--- src/rtl/goertzel_pkg.sv ---
// Shared Q16.16 constants and FSM state encodings for the Goertzel controller.
package goertzel_pkg;

    localparam int unsigned Q_W      = 32;
    localparam int unsigned Q_INT_W  = 16;
    localparam int unsigned Q_FRAC_W = 16;
    localparam logic [Q_W-1:0] Q_ONE = 32'h0001_0000;

    localparam int unsigned ST_W = 4;
    typedef logic [ST_W-1:0] state_t;

    localparam state_t ST_IDLE    = 4'd0;
    localparam state_t ST_MUL_CS  = 4'd1;
    localparam state_t ST_WAIT_CS = 4'd2;
    localparam state_t ST_ACC     = 4'd3;
    localparam state_t ST_P_S1SQ  = 4'd4;
    localparam state_t ST_P_S2SQ  = 4'd5;
    localparam state_t ST_P_CS1   = 4'd6;
    localparam state_t ST_P_CS1S2 = 4'd7;
    localparam state_t ST_OUT     = 4'd8;

endpackage

--- src/rtl/mult_sign.sv ---
// Signed fixed-point multiplier: full-width product realigned to the output Q format.
// Operands are captured on en; c_out/valid follow two cycles later.
module mult_sign
    import goertzel_pkg::*;
#(
    parameter int unsigned DW     = Q_W,
    parameter int unsigned INT1_I = Q_INT_W,
    parameter int unsigned INT2_I = Q_INT_W,
    parameter int unsigned INT3_O = Q_INT_W
) (
    input  logic          clk,
    input  logic          rstn,
    input  logic          en,
    input  logic [DW-1:0] a_in,
    input  logic [DW-1:0] b_in,
    output logic [DW-1:0] c_out,
    output logic          valid
);

    localparam int unsigned PW = 2 * DW;
    // Drop the surplus fraction bits so the result lands in the output format.
    localparam int unsigned SH = (DW - INT1_I) + (DW - INT2_I) - (DW - INT3_O);

    logic signed [PW-1:0] prod_r;
    logic                 prod_v;

    always_ff @(posedge clk or negedge rstn) begin
        if (!rstn) begin
            prod_r <= '0;
            prod_v <= 1'b0;
            c_out  <= '0;
            valid  <= 1'b0;
        end else begin
            prod_v <= en;
            if (en) begin
                prod_r <= PW'($signed(a_in)) * PW'($signed(b_in));
            end
            valid <= prod_v;
            if (prod_v) begin
                c_out <= DW'(prod_r >>> SH);
            end
        end
    end

endmodule

--- src/rtl/goertzel_ctrl.sv ---
// Goertzel single-bin detector: runs the S1/S2 recurrence over N_SAMP samples,
// then computes |X|^2 through one shared multiplier.
module goertzel_ctrl
    import goertzel_pkg::*;
#(
    parameter int unsigned DW     = 32,
    parameter int unsigned N_SAMP = 205,
    parameter int unsigned CW     = 16
) (
    input  logic          clk,
    input  logic          rstn,
    input  logic          clr,
    input  logic [DW-1:0] coeff,
    input  logic          in_valid,
    output logic          in_ready,
    input  logic [DW-1:0] in_data,
    output logic          out_valid,
    input  logic          out_ready,
    output logic [DW-1:0] out_power,
    output logic          busy
);

    state_t        state;
    state_t        state_nx;

    logic [DW-1:0] s1;
    logic [DW-1:0] s2;
    logic [DW-1:0] x;
    logic [DW-1:0] prod;
    logic [DW-1:0] pacc;
    logic [DW-1:0] cs1;
    logic [DW-1:0] coeff_reg;
    logic [CW-1:0] cnt;
    logic [CW-1:0] cnt_inc;

    logic          iss;
    logic          mul_pend;
    logic          mul_en_c;
    logic [DW-1:0] mul_a_c;
    logic [DW-1:0] mul_b_c;
    logic [DW-1:0] mul_c;
    logic          mul_valid;

    assign cnt_inc = cnt + CW'(1);

    mult_sign #(
        .DW    (DW),
        .INT1_I(Q_INT_W),
        .INT2_I(Q_INT_W),
        .INT3_O(Q_INT_W)
    ) u_mult (
        .clk  (clk),
        .rstn (rstn),
        .en   (mul_en_c),
        .a_in (mul_a_c),
        .b_in (mul_b_c),
        .c_out(mul_c),
        .valid(mul_valid)
    );

    always_ff @(posedge clk or negedge rstn) begin
        if (!rstn) begin
            state <= ST_IDLE;
        end else begin
            state <= state_nx;
        end
    end

    // Never issue while a product is outstanding, so any valid seen in a wait
    // state belongs to the request made there (results orphaned by clr drain first).
    always_comb begin
        state_nx = state;
        mul_en_c = 1'b0;
        mul_a_c  = s1;
        mul_b_c  = s1;
        case (state)
            ST_IDLE: begin
                if (in_valid && in_ready) state_nx = ST_MUL_CS;
            end
            ST_MUL_CS: begin
                mul_a_c = coeff_reg;
                if (!mul_pend) begin
                    mul_en_c = 1'b1;
                    state_nx = ST_WAIT_CS;
                end
            end
            ST_WAIT_CS: begin
                mul_a_c = coeff_reg;
                if (mul_valid) state_nx = ST_ACC;
            end
            ST_ACC: begin
                state_nx = (cnt_inc == CW'(N_SAMP)) ? ST_P_S1SQ : ST_IDLE;
            end
            ST_P_S1SQ: begin
                mul_en_c = !iss && !mul_pend;
                if (iss && mul_valid) state_nx = ST_P_S2SQ;
            end
            ST_P_S2SQ: begin
                mul_a_c  = s2;
                mul_b_c  = s2;
                mul_en_c = !iss && !mul_pend;
                if (iss && mul_valid) state_nx = ST_P_CS1;
            end
            ST_P_CS1: begin
                mul_a_c  = coeff_reg;
                mul_en_c = !iss && !mul_pend;
                if (iss && mul_valid) state_nx = ST_P_CS1S2;
            end
            ST_P_CS1S2: begin
                mul_a_c  = cs1;
                mul_b_c  = s2;
                mul_en_c = !iss && !mul_pend;
                if (iss && mul_valid) state_nx = ST_OUT;
            end
            ST_OUT: begin
                if (out_ready) state_nx = ST_IDLE;
            end
            default: state_nx = ST_IDLE;
        endcase
        if (clr) begin
            state_nx = ST_IDLE;
            mul_en_c = 1'b0;
        end
    end

    // Multiplier bookkeeping: pend spans en..valid, iss marks "requested in this state".
    always_ff @(posedge clk or negedge rstn) begin
        if (!rstn) begin
            mul_pend <= 1'b0;
            iss      <= 1'b0;
        end else begin
            if (mul_en_c) begin
                mul_pend <= 1'b1;
            end else if (mul_valid) begin
                mul_pend <= 1'b0;
            end
            if (state_nx != state) begin
                iss <= 1'b0;
            end else if (mul_en_c) begin
                iss <= 1'b1;
            end
        end
    end

    always_ff @(posedge clk or negedge rstn) begin
        if (!rstn) begin
            in_ready  <= 1'b1;
            busy      <= 1'b0;
            out_valid <= 1'b0;
            out_power <= '0;
            s1        <= '0;
            s2        <= '0;
            x         <= '0;
            prod      <= '0;
            pacc      <= '0;
            cs1       <= '0;
            coeff_reg <= '0;
            cnt       <= '0;
        end else begin
            in_ready <= (state_nx == ST_IDLE);
            busy     <= (state_nx != ST_IDLE);
            if (clr) begin
                s1        <= '0;
                s2        <= '0;
                cnt       <= '0;
                out_valid <= 1'b0;
            end else begin
                case (state)
                    ST_IDLE: begin
                        if (in_valid && in_ready) begin
                            x <= in_data;
                            if (cnt == '0) coeff_reg <= coeff;
                        end
                    end
                    ST_WAIT_CS: begin
                        if (mul_valid) prod <= mul_c;
                    end
                    ST_ACC: begin
                        s2  <= s1;
                        s1  <= x + prod - s2;
                        cnt <= cnt_inc;
                    end
                    ST_P_S1SQ: begin
                        if (iss && mul_valid) pacc <= mul_c;
                    end
                    ST_P_S2SQ: begin
                        if (iss && mul_valid) pacc <= pacc + mul_c;
                    end
                    ST_P_CS1: begin
                        if (iss && mul_valid) cs1 <= mul_c;
                    end
                    ST_P_CS1S2: begin
                        if (iss && mul_valid) begin
                            out_power <= pacc - mul_c;
                            out_valid <= 1'b1;
                        end
                    end
                    ST_OUT: begin
                        if (out_ready) begin
                            out_valid <= 1'b0;
                            s1        <= '0;
                            s2        <= '0;
                            cnt       <= '0;
                        end
                    end
                    default: ;
                endcase
            end
        end
    end

endmodule

--- config.mk ---
export PLATFORM = sky130hd
export DESIGN_NAME = goertzel_ctrl
export DESIGN_NICKNAME = d
export VERILOG_FILES = /design/src/rtl/goertzel_pkg.sv /design/src/rtl/mult_sign.sv /design/src/rtl/goertzel_ctrl.sv
export SDC_FILE = /design/constraint.sdc
export NUM_CORES = 2
export LEC_CHECK = 0
export CAP_MARGIN = 10
export CORE_ASPECT_RATIO = 0.5
export CORE_UTILIZATION = 30
export CTS_BUF_LIST = sky130_fd_sc_hd__clkbuf_8
export DETAILED_ROUTE_END_ITERATION = 8
export PLACE_DENSITY = 0.49
export SETUP_SLACK_MARGIN = 0.1
export SKIP_LAST_GASP = 1
export SLEW_MARGIN = 20
export SYNTH_ARGS = -nofsm -noshare
export SYNTH_HDL_FRONTEND = slang
export SYNTH_HIERARCHICAL = 1
export SYNTH_SLANG_ARGS = --single-unit
export TNS_END_PERCENT = 50
--- constraint.sdc ---
create_clock -name clk -period 13.2 [get_ports clk]
set_clock_uncertainty 0.2 [all_clocks]
set_input_delay 2.64 -clock clk [delete_from_list [all_inputs] [get_ports clk]]
set_output_delay 2.64 -clock clk [all_outputs]
set_load 0.05 [all_outputs]
==> results.tsv <==
metric	value	unit
Slew @ Worst Pin	1119	ps
IO Count	104	
post-CTS setup buffers	0	
status	complete, no violations	
syn nets	6475	
Syn Area/Cell	9.278	sq um
initial antenna violation count	8	
chip width	573.2	microns
# setup viols final	0	
f_max	0.09513	GHz
Clock Tree Buf Depth	3	
Rel. slew slack	0.2522	
Cell variety after synth	84	
Post-CTS Resized	0	
total of max-cap violations	0	
biggest cell delay along the critical path	790	ps
vias in the first global route	38920	
clk slew on worst S/H paths	60	ps
Main synth FF type	dfrtp_1	
CTS root buffer	clkbuf_8	
H-tree levels	3	
crit-path most repeated cell	fa_1	
DRT Pass-1 Iters	6	
Tmin final	10510	ps
Critical Setup Path Class	register to register	
critical path arrival	10830	ps
total global routing overflow	0	
die area	0.1649	sq mm
CTS Hold Buffers Added	0	
EDFF count, synth	0	
register area share after synthesis	0.1774	
area post-placement	0.05230	sq mm
IO Port Bufs	103	
final WL	149000	microns
CP Capture Type	register	
Die Height	287.6	microns
Core Region	0.1614	sq mm
Post-Syn Instances	5275	
CP startpoint kind	register	
largest net degree at the start of global routing	169	
setup TNS	0	ps
Clock Latency Late Sink	660	ps
Hold WC Path Type	register to register	
post-route ant nets	0	
Inserted Clock Buffers	70	
fin crit share	0.7964	
Nets	6438	
post-layout instance area	0.05372	sq mm
Leak	25.26	nW
crit-path max FO	34	
Rows	104	
total number of vias	35880	
total global-route track usage	0.1851	
drt wl/cell	19.97	microns
PD cells	105.4	mW/mm^2
final core utilization	0.3329	
Slew Viols, Final	0	
global-route wire length before repair	236300	microns
Area Growth Syn to Fin	9.756	%
CTS Sinks	347	
slowest stage cell, crit path	a21oi_4	
non-filler cells in the finished layout	7463	
Req. time, crit path	13520	ps
detailed router's first-iteration violation count	2402	
unrepaired setup endpoints after global routing	no	
layout cells sized above 1	0.07075	
Post-synth ARST share	1.000	
total power	5.664	mW
synthesized cell area	0.04894	sq mm
dpl cells	7339	
maximum vdd drop	0.00007376	V
TritonCTS clock tree	yes	
Hold Vio Cnt, Final	0	
Via density	4.808	
Initial Util	0.3033	
RD Place Congestion	0.8818	
DP Wirelength	114300	microns
DRC	0	
Yosys reg bits	347	
Synth Warn #	6	
worst paths after layout:
kind / depth (start not counted) / slack [ps] / endpoint / from
max: 29 / 2690 / u_mult/prod_r[47] / state[2]
max in group asynchronous: 3 / 9000 / coeff_reg[22] / rstn
min reg2reg: 1 / 280 / out_power[5] / out_power[5]
max reg2reg: 29 / 2690 / u_mult/prod_r[47] / state[2]
min: 1 / 280 / out_power[5] / out_power[5]
min in group asynchronous: 1 / 1670 / out_power[9] / rstn
layout by cell type (no fill, tap or decap), types with 8 or more instances in the layout:
cell             count
nand2b_1            22
o211ai_1            18
nand4_1             23
or3_1               15
a21oi_1            134
a31oi_1             20
nand3_1             28
xor2_1              40
a21o_1              43
ha_1               260
clkdlybuf4s50_1    102
nor3_1              31
a211oi_1            11
and3_1               8
and2_1             463
o22ai_1             18
inv_1             1004
a22o_1              43
o21bai_1            14
o31ai_1             24
mux2_2             127
nand2_1            761
nor2_1              89
dfrtp_1            346
buf_4               77
xnor2_1            117
o21ai_0            259
nor2b_1             24
a221o_1             28
clkbuf_8            88
o21a_1              12
nand2_2             13
fa_1               871
through the flow:
stage / hold slack, ps / setup WS [ps]
4_1_cts: 281.7 / 2743
3_3_place_gp: 266.2 / 2831
6_report: 275.7 / 2688
5_1_grt: 316.4 / 2223
2_1_floorplan: 151.9 / 4498
3_5_place_dp: 268.4 / 2809
kinds of logic (layout without fill, tap and decap cells):
family                     count (synthesis)  in the layout  share of synthesized area
and+or+nand+nor                         1525           1525                     0.1507
buffers and inverters                   1278           1289                    0.09825
adders and majority gates               1131           1131                     0.4227
AOI/OAI and AO/OA                        703            703                    0.09211
DFF                                      347            347                     0.1774
xor gates and xnor gates                 157            157                    0.02810
muxes                                    134            134                    0.03065
other                                      0              4                          0
layout make-up:
cell class                 instances  area (sq um)
fill                           16860        107600
multi-input combinational       3650         35550
sequential                       347          8685
inverter                         988          3709
tap                             2173          2719
timing repair buffer             181          1634
clock buffer                      88          1211
clock inverter                    32         197.7
antenna                            4         10.01
Yosys cell counts, types with 5 or more instances:
| library cell | number | area share |
|---|---|---|
| o21bai_1 | 14 | 0.0021 |
| o22ai_1 | 18 | 0.0023 |
| buf_1 | 8 | 0.00061 |
| dfrtp_1 | 346 | 0.18 |
| a311oi_1 | 5 | 0.00089 |
| nor3_1 | 33 | 0.0034 |
| xnor2_1 | 117 | 0.021 |
| inv_1 | 986 | 0.076 |
| and2_1 | 463 | 0.059 |
| clkbuf_1 | 275 | 0.021 |
| o31ai_1 | 24 | 0.0037 |
| mux2i_1 | 7 | 0.0014 |
| a21oi_1 | 135 | 0.014 |
| or2_2 | 7 | 0.00089 |
| nor2_1 | 94 | 0.0072 |
| or3_1 | 15 | 0.0019 |
| o2111ai_1 | 5 | 0.00089 |
| mux2_2 | 127 | 0.029 |
| o21a_1 | 12 | 0.0018 |
| ha_1 | 260 | 0.066 |
| nand2_1 | 774 | 0.059 |
| o211ai_1 | 18 | 0.0028 |
| a22o_1 | 43 | 0.0077 |
| or4_1 | 5 | 0.00077 |
| a221o_1 | 33 | 0.0067 |
| nand4_1 | 23 | 0.0029 |
| nor4_1 | 6 | 0.00077 |
| o21ai_0 | 259 | 0.026 |
| a21boi_0 | 6 | 0.00092 |
| and3_1 | 8 | 0.0010 |
| o221ai_1 | 5 | 0.00089 |
| a31oi_1 | 20 | 0.0026 |
| o21ai_1 | 7 | 0.00072 |
| xor2_1 | 40 | 0.0072 |
| buf_2 | 5 | 0.00051 |
| fa_1 | 871 | 0.36 |
| nand3_1 | 28 | 0.0029 |
| nor2b_1 | 24 | 0.0031 |
| a211oi_1 | 12 | 0.0018 |
| nand2b_1 | 22 | 0.0028 |
| a21o_1 | 43 | 0.0066 |
routing by layer:
layer | vias to the layer above | share of wire | GRT usage
met5 | - | 0.000094 | 0
met4 | 2 | 0.019 | 0.03942
met3 | 144 | 0.055 | 0.02698
met2 | 912 | 0.45 | 0.2924
met1 | 18670 | 0.48 | 0.2683
li1 | 16150 | - | -
worst max-delay path: cells and delay by family, from the launching register on:
family | cells | cell delay [ps]
AO/OA/AOI/OAI | 9 | 2600
XOR/XNOR | 1 | 120
adder cells (fa/ha/maj) | 9 | 4390
buffers and inverters | 4 | 940
flip-flops | 1 | 570
multiplexers | 1 | 260
AND/OR/NAND/NOR | 5 | 1200
report_power, final:
group          switching [mW]  internal, mW  total (mW)
combinational            1.95          1.08        3.04
sequential              0.227          1.27        1.50
clock                   0.507         0.621        1.13
total                    2.69          2.98        5.66
Power figures use the tool's default switching activity.
==> patch: new RTL, same flow settings <==
`CW`: 16 -> 17.
--- a/src/rtl/goertzel_ctrl.sv
+++ b/src/rtl/goertzel_ctrl.sv
@@ -5,7 +5,7 @@
 #(
     parameter int unsigned DW     = 32,
     parameter int unsigned N_SAMP = 205,
-    parameter int unsigned CW     = 16
+    parameter int unsigned CW     = 17
 ) (
     input  logic          clk,
     input  logic          rstn,
Check against the original RTL: not settled (the Yosys comparison gave no result); the edit may change what the design does.
==> patch against the unedited design <==
- synthesized area grew 0.32%
- via count shrank 0.72%
- power shrank 2.3%
- hold slack lost 92 ps
- critical path depth shrank 1
- global-route usage shrank 0.10 points
- final area shrank 0.11%
- sequential cell count grew 1
- wire length is essentially flat
- clock power shrank 5%
- worst setup slack gained 250 ps
==> patch: results (changes against the unedited design) <==
via count of the first global-routing pass=38200 (-1.8%); CP Capture Type=flip-flop; CP arrival=10580 ps (-250 ps); multi-input combinational cell area=35700 um2 (+0.36%); synthesized flop and latch total=348 (+0.29%); Seq pwr share=27.5% (+1.0 points); hold path endpoint=u_mult/valid; result of the run=finished clean; Worst Hold Depth=0 (-1); ranking of synthesized cells by instance count=980 x inv_1, 871 x fa_1, 749 x nand2_1; post-synthesis cell count=5247 (-0.53%); CLK BUF=78 (-11%); clock network fraction of total power=19.3% (-0.6 points); dpl cells=7302 (-0.50%); HPWL reported at the end of detailed placement=114 mm (-0.14%); final std cells w/o fill=7427 (-0.48%); share of final-layout standard cells stronger than drive strength 1=7.64% (+0.57 points); FILL cells=16700 (-0.79%); combinational logic power=0.00294 W (-3%); largest cells by area after synthesis=fa_1 36%, dfrtp_1 18%, inv_1 7.5%; Routed wire per std cell=20.1 um (+0.55%); post-placement setup slack=2920 ps (+112 ps); design internal power=0.00289 W (-2.8%); cell at the slowest stage of the critical path=a221o_1; global placement routability congestion=0.867 (-1.7%); all-layer global routing usage=18.4% (-0.10 points); bufs w/o clock=170 (-6.1%); Final min period=10260 ps (-250 ps); worst min-delay path class=flip-flop to flip-flop; proportion of cell area occupied by registers=16.2% (+0.064 points); Hold Startpoint=u_mult/prod_v; Layout Nets=6398 (-0.62%); iteration-0 DRC count of the detailed router=2520 (+4.9%); Register-to-Register Path Depth=28 (-3.4%); port bufs=103 (unchanged); static power due to leakage=25.3 nW (+0.18%); Yosys warning count=6 (unchanged); count of inverters other than clock inverters in the layout=981 (-0.71%); launch point of the worst path=state[3]; clock network area share=2.44% (-0.18 points); Max-slew headroom=20.7% (-4.6 points); largest net degree at the start of global routing=101 (-40%); post-synth cell types=85 (+1.2%); number of diodes=7 (+3); non-clock buffering overhead in the final layout=2.87% (-0.17 points); total iterations of the first detailed-routing run=7 (+1); global-route wire length before repair=234 mm (-0.86%); multi-input combinational cell count=3630 (-0.55%); antenna violations before repair=12 (+4); final-layout worst hold slack=183 ps (-92.2 ps); highest net fanout along the worst path=32 (-5.9%); worst supply voltage drop on vdd=0.0000753 V (+2.1%); vias per cell=4.80 (-0.24%); Seq/Total Area, Yosys=17.7% (about the same)
[patch: routing by layer]
layer / GRT usage, % / part of all wire, % / wire length (um)
met5: 0 / 0.015 / 23
met3: 2.63 / 6.1 / 9080
met1: 26.9 / 48 / 71400
met2: 28.9 / 44 / 66000
met4: 3.94 / 1.8 / 2630
[patch: cells by family after synthesis]
group | synth area share (%)
xor+xnor | 2.89
buf+inv | 9.82
fa+ha+maj | 42.1
mux | 3.66
flops | 17.7
compound gates | 8.67
simple gates | 15.1
[patch: worst max-delay path, delay by kind of cell, from the launching register on]
family,cells,cell delay [ps]
adder cells (fa/ha/maj),9,4360
XOR/XNOR,1,130
flip-flops,1,550
AO/OA/AOI/OAI,7,2120
AND/OR/NAND/NOR,5,1540
multiplexers,1,260
buffers and inverters,5,960
[patch: stage by stage]
step                      utilization [%]  cell area, um2
final                                33.2           53700
after global routing                 33.2           53600
after floorplan                         -           49100
after detailed placement             32.4           52300
after CTS                            33.2           53600
after global placement               32.4           52300
